[config.mk]
export PLATFORM = sky130hd
export DESIGN_NAME = fact_seq_unit
export DESIGN_NICKNAME = d
export VERILOG_FILES = /design/src/rtl/fact_seq_unit.sv
export SDC_FILE = /design/constraint.sdc
export NUM_CORES = 1
export LEC_CHECK = 0
export ABC_AREA = 1
export ABC_CLOCK_PERIOD_IN_PS = 8280
export CORE_UTILIZATION = 50
export CTS_BUF_LIST = sky130_fd_sc_hd__clkbuf_8
export DETAILED_ROUTE_END_ITERATION = 7
export PLACE_DENSITY = 0.68
export SYNTH_ARGS = -nofsm -noshare
export SYNTH_HDL_FRONTEND = slang
export SYNTH_SLANG_ARGS = --single-unit
[constraint.sdc]
create_clock -name clk -period 8.28 [get_ports clk]
set_input_delay 0.828 -clock clk [delete_from_list [all_inputs] [get_ports clk]]
set_output_delay 0.828 -clock clk [all_outputs]
set_load 0.1 [all_outputs]
[src/rtl/fact_seq_unit.sv]
// rtl/fact_seq_unit.sv - iterative factorial / falling-factorial engine
//
// Purpose:
//   Computes n! (mode 0) or the falling factorial n*(n-1)*...*(n-k+1)
//   (mode 1) with one multiply per RUN cycle.
//   The product is kept at RW bits.
//   A sticky flag records whether any partial product needed more than RW bits.
//
// Ports:
//   clk      in   1   rising-edge clock
//   rst      in   1   asynchronous active-low reset
//   start    in   1   request pulse, honoured only in IDLE or DONE
//   mode     in   1   0 = n!, 1 = falling factorial over k terms
//   n        in   W   operand
//   k        in   W   term count (mode 1)
//   busy     out  1   high while iterating (RUN)
//   done     out  1   one-cycle pulse when result/ovf become final
//   result   out  RW  low RW bits of the product, held until the next start
//   ovf      out  1   sticky overflow for the current operation
//   cnt_out  out  W   current multiplicand
//   last     out  1   high in the RUN cycle applying the final multiplicand

module fact_seq_unit #(
  parameter int W  = 9,
  parameter int RW = 32
) (
  input  logic          clk,
  input  logic          rst,
  input  logic          start,
  input  logic          mode,
  input  logic [W-1:0]  n,
  input  logic [W-1:0]  k,
  output logic          busy,
  output logic          done,
  output logic [RW-1:0] result,
  output logic          ovf,
  output logic [W-1:0]  cnt_out,
  output logic          last
);

  localparam int PW = W + RW;

  typedef enum logic [1:0] {
    S_IDLE = 2'd0,
    S_RUN  = 2'd1,
    S_DONE = 2'd2
  } state_t;

  state_t        state_q, state_d;
  logic [RW-1:0] acc_q, acc_d;
  logic [RW-1:0] result_q, result_d;
  logic [W-1:0]  cnt_q, cnt_d;
  logic [W-1:0]  terms_q, terms_d;
  logic          mode_q, mode_d;
  logic          ovf_q, ovf_d;
  logic          busy_q, busy_d;
  logic          done_q, done_d;
  logic          last_q, last_d;

  // Full-width product.
  // The bits above RW feed the overflow flag and are not kept.
  logic [PW-1:0] prod;
  logic [W-1:0]  cnt_dec;
  logic [W-1:0]  terms_dec;

  assign prod      = PW'(acc_q) * PW'(cnt_q);
  assign cnt_dec   = cnt_q - 1'b1;
  assign terms_dec = terms_q - 1'b1;

  always_comb begin
    state_d  = state_q;
    acc_d    = acc_q;
    result_d = result_q;
    cnt_d    = cnt_q;
    terms_d  = terms_q;
    mode_d   = mode_q;
    ovf_d    = ovf_q;
    busy_d   = busy_q;
    done_d   = 1'b0;
    last_d   = last_q;

    case (state_q)
      S_IDLE, S_DONE: begin
        busy_d = 1'b0;
        last_d = 1'b0;
        if (state_q == S_DONE) begin
          state_d = S_IDLE;
        end
        if (start) begin
          acc_d  = RW'(1);
          ovf_d  = 1'b0;
          mode_d = mode;
          if (!mode) begin
            // 0! is handled as a single multiply by 1.
            cnt_d   = (n == '0) ? W'(1) : n;
            terms_d = k;
            busy_d  = 1'b1;
            last_d  = (n <= W'(1));
            state_d = S_RUN;
          end else if (k == '0) begin
            // Empty product: finish without iterating.
            cnt_d    = '0;
            terms_d  = '0;
            result_d = RW'(1);
            done_d   = 1'b1;
            state_d  = S_DONE;
          end else begin
            cnt_d   = n;
            terms_d = k;
            busy_d  = 1'b1;
            last_d  = (k == W'(1)) || (n == '0);
            state_d = S_RUN;
          end
        end
      end

      S_RUN: begin
        acc_d    = prod[RW-1:0];
        result_d = prod[RW-1:0];
        ovf_d    = ovf_q | (|prod[PW-1:RW]);
        terms_d  = terms_dec;
        if (last_q) begin
          cnt_d   = '0;
          busy_d  = 1'b0;
          done_d  = 1'b1;
          last_d  = 1'b0;
          state_d = S_DONE;
        end else begin
          cnt_d = cnt_dec;
          // last is registered, so it is judged on the values the next cycle will use.
          // In mode 1 a zero multiplicand ends the run because the product is 0 from then on.
          if (mode_q) begin
            last_d = (terms_dec == W'(1)) || (cnt_dec == '0);
          end else begin
            last_d = (cnt_dec == W'(1));
          end
        end
      end

      default: begin
        state_d = S_IDLE;
        busy_d  = 1'b0;
        last_d  = 1'b0;
      end
    endcase
  end

  always_ff @(posedge clk or negedge rst) begin
    if (!rst) begin
      state_q  <= S_IDLE;
      acc_q    <= RW'(1);
      result_q <= '0;
      cnt_q    <= '0;
      terms_q  <= '0;
      mode_q   <= 1'b0;
      ovf_q    <= 1'b0;
      busy_q   <= 1'b0;
      done_q   <= 1'b0;
      last_q   <= 1'b0;
    end else begin
      state_q  <= state_d;
      acc_q    <= acc_d;
      result_q <= result_d;
      cnt_q    <= cnt_d;
      terms_q  <= terms_d;
      mode_q   <= mode_d;
      ovf_q    <= ovf_d;
      busy_q   <= busy_d;
      done_q   <= done_d;
      last_q   <= last_d;
    end
  end

  assign busy    = busy_q;
  assign done    = done_q;
  assign result  = result_q;
  assign ovf     = ovf_q;
  assign cnt_out = cnt_q;
  assign last    = last_q;

endmodule

==> summary.txt <==
Run status
  – Status: complete, no violations

Timing
  – Unrepaired setup endpoints after global routing: false
  – Worst Tran Pin Value: 1.05 ns
  – Slew margin rel.: 29.9%
  – Final Hold Vio Count: 0
  – Setup TNS: 0 ns
  – Setup Viol. Count Final: 0
  – Slew Viols, Final: 0
  – Fin crit period: 5.64 ns
  – Achievable Freq: 0.177 GHz
  – Setup Skew: 0.0217 ns
  – Fin crit share: 68.1%

Layout
  – Final Instance Count excl. Fillers: 2375
  – P&R area growth vs syn: 8.10%
  – Fill count: 2664
  – Ratio of cells with drive above 1 in the final layout: 3.54%
  – Commonest non-fill, non-tap cell in the layout: nand2_1
  – Diode count: 0
  – Final instance area: 0.0150 sq mm
  – Final #Nets: 2298
  – FF/Latch Area: 0.00223 sq mm
  – Most frequent cells in the layout: nand2_1 (669), inv_1 (548), fa_1 (211)
  – Multi-input gate area: 0.00926 sq mm

Worst setup path
  – Crit path kind: reg2reg
  – Crit path capture type: flop
  – Critical path data required time: 8.57 ns
  – Max FO, Critical Path: 19
  – Worst EP arrival: 5.93 ns
  – CP Launch Type: flop

Drt
  – Via count: 11.9k
  – Routed wire per std cell: 15.9 um
  – DRC: 0
  – First DRT Iteration DRCs: 846
  – Via/cell ratio: 5.00
  – DRT antenna net count: 0
  – Total wire length: 37800 um
  – DR pass1 iterations: 5

Synthesis
  – Yosys Warn Count: 0
  – Cell Area, Synth: 0.0139 sq mm
  – Fraction of registers with async set/reset: 100%
  – Seq/Total Area, Yosys: 16.0%
  – Synth Area per Inst: 6.98 sq um
  – Post-synthesis net count: 2290
  – Yosys cell types: 39
  – Seq cells post-synth: 89
  – EDFF count, synth: 0
  – Main flop type after synthesis: dfrtp_1
  – Mapped Cells: 1991

Clocking
  – Hold Buf Count CTS: 0
  – Post_cts resized: 0
  – Clock Latency Late Sink: 0.40 ns
  – Clock tree buffer depth: 2
  – H-tree levels: 3
  – CTS clk-pin slew, worst paths: 0.11 ns
  – Clk root buf: clkbuf_8
  – # Post-CTS Setup Buffers: 0
  – CTS tree: built
  – Num CTS Buffers: 9
  – Clock Sinks: 89

Die
  – Die X: 169 um
  – FP Rows: 60
  – Core ar.: 0.0271 sq mm
  – Die footprint: 0.0285 sq mm
  – Starting Density: 51.3%
  – Die Y: 169 um
  – Boundary Pins: 67

Global route
  – Largest net degree at the start of global routing: 69
  – Grt ovf: 0
  – Initial antenna violation count: 0
  – Total GRT Usage: 28.3%
  – First-pass GRT wire length: 62100 um
  – Vias in the first global route: 12.1k

Placement
  – Dpl hpwl: 29800 um
  – GPL Wtd Cong: 1.01
  – Cell Area, Placed: 0.0148 sq mm
  – IO buf count: 66
  – Dpl cells: 2360

Worst hold path
  – Hold crit path type: in2async

Run
  – Max cap viols: 0
## path summary, 6_finish.rpt
| kind | start | end | slack (ns) | cells after the start |
|---|---|---|---|---|
| setup reg to reg | cnt_out[1] | result[30] | 2.64 | 20 |
| min in group clk | result[9] | result[9] | 0.48 | 2 |
| setup / recovery | cnt_out[1] | result[30] | 2.64 | 20 |
| hold reg to reg | result[9] | result[9] | 0.48 | 2 |
| max in group asynchronous | rst | acc_q[15] | 6.66 | 2 |
| hold / removal | rst | result[28] | 0.33 | 1 |
## flip-flops by register name (all words and copies together), names as in the netlist
name / flops
ovf: 1
mode_q: 1
cnt_out: 9
acc_q: 32
state_q: 2
terms_q: 9
last: 1
busy: 1
result: 32
done: 1
## stage by stage
stage               utilization [%]  hold slack [ns]  worst slack [ns]
floorplan                         -            0.495              3.01
global placement               54.6            0.456              2.78
detailed placement             54.6            0.464              2.79
CTS                            55.4            0.334              2.72
global route                   55.4            0.341              2.38
finish                         55.4            0.326              2.64
## layer usage
| metal | up-vias | routed length [um] | GRT usage, % |
|---|---|---|---|
| met1 | 5705 | 16800 | 39.3 |
| met2 | 411 | 17500 | 46.5 |
| met5 | - | 0 | 0 |
| met3 | 67 | 2750 | 3.74 |
| li1 | 5681 | - | - |
| met4 | 0 | 835 | 7.94 |
## worst max-delay path, stage by stage, from the launching register on
cell	delay, ns
dfrtp_1	0.86
buf_4	0.45
nand2_1	0.14
fa_1	0.54
inv_1	0.05
fa_1	0.48
fa_1	0.54
inv_1	0.06
fa_1	0.48
inv_1	0.05
ha_1	0.35
nand2_1	0.15
nor2_1	0.24
inv_1	0.13
nor2_1	0.10
nand2_1	0.08
nand2_1	0.19
a21oi_1	0.13
xor2_1	0.27
or2_1	0.18
nand2_1	0.06
## cell usage after synthesis, drive strengths merged, types with 2 or more instances
library cell	instances	area share [%]
nand4	9	0.41
buf	33	0.91
fa	211	30
or2	9	0.41
a21oi	62	2.3
nand3b	4	0.22
a31oi	9	0.41
nor2	83	2.4
dfrtp	88	16
nor3	15	0.68
o31ai	2	0.11
xor2	14	0.88
nand3	33	1.3
inv	559	15
a22oi	6	0.32
a21o	2	0.11
clkbuf	48	1.3
and3	2	0.090
o21ai	49	1.8
o21bai	4	0.22
nand2	675	18
ha	66	5.9
## logic make-up after synthesis
group	after synthesis	share of synthesized area [%]
buf+inv	641	17.3
fa+ha+maj	277	36.3
compound gates	138	5.42
xor+xnor	15	0.945
simple gates	831	23.9
flops	89	16.0
## final cells by class
class	instances	share of cell area [%]
clock buffers	10	0.916
clock inverters	5	0.533
inverters	560	14.0
multi-input cells	1261	61.6
flip-flops and latches	89	14.8
well taps	372	3.10
repair buffers	78	4.98
Power is not shown: default switching activity piles up to over one toggle a cycle in this logic, so the estimate is an artifact.
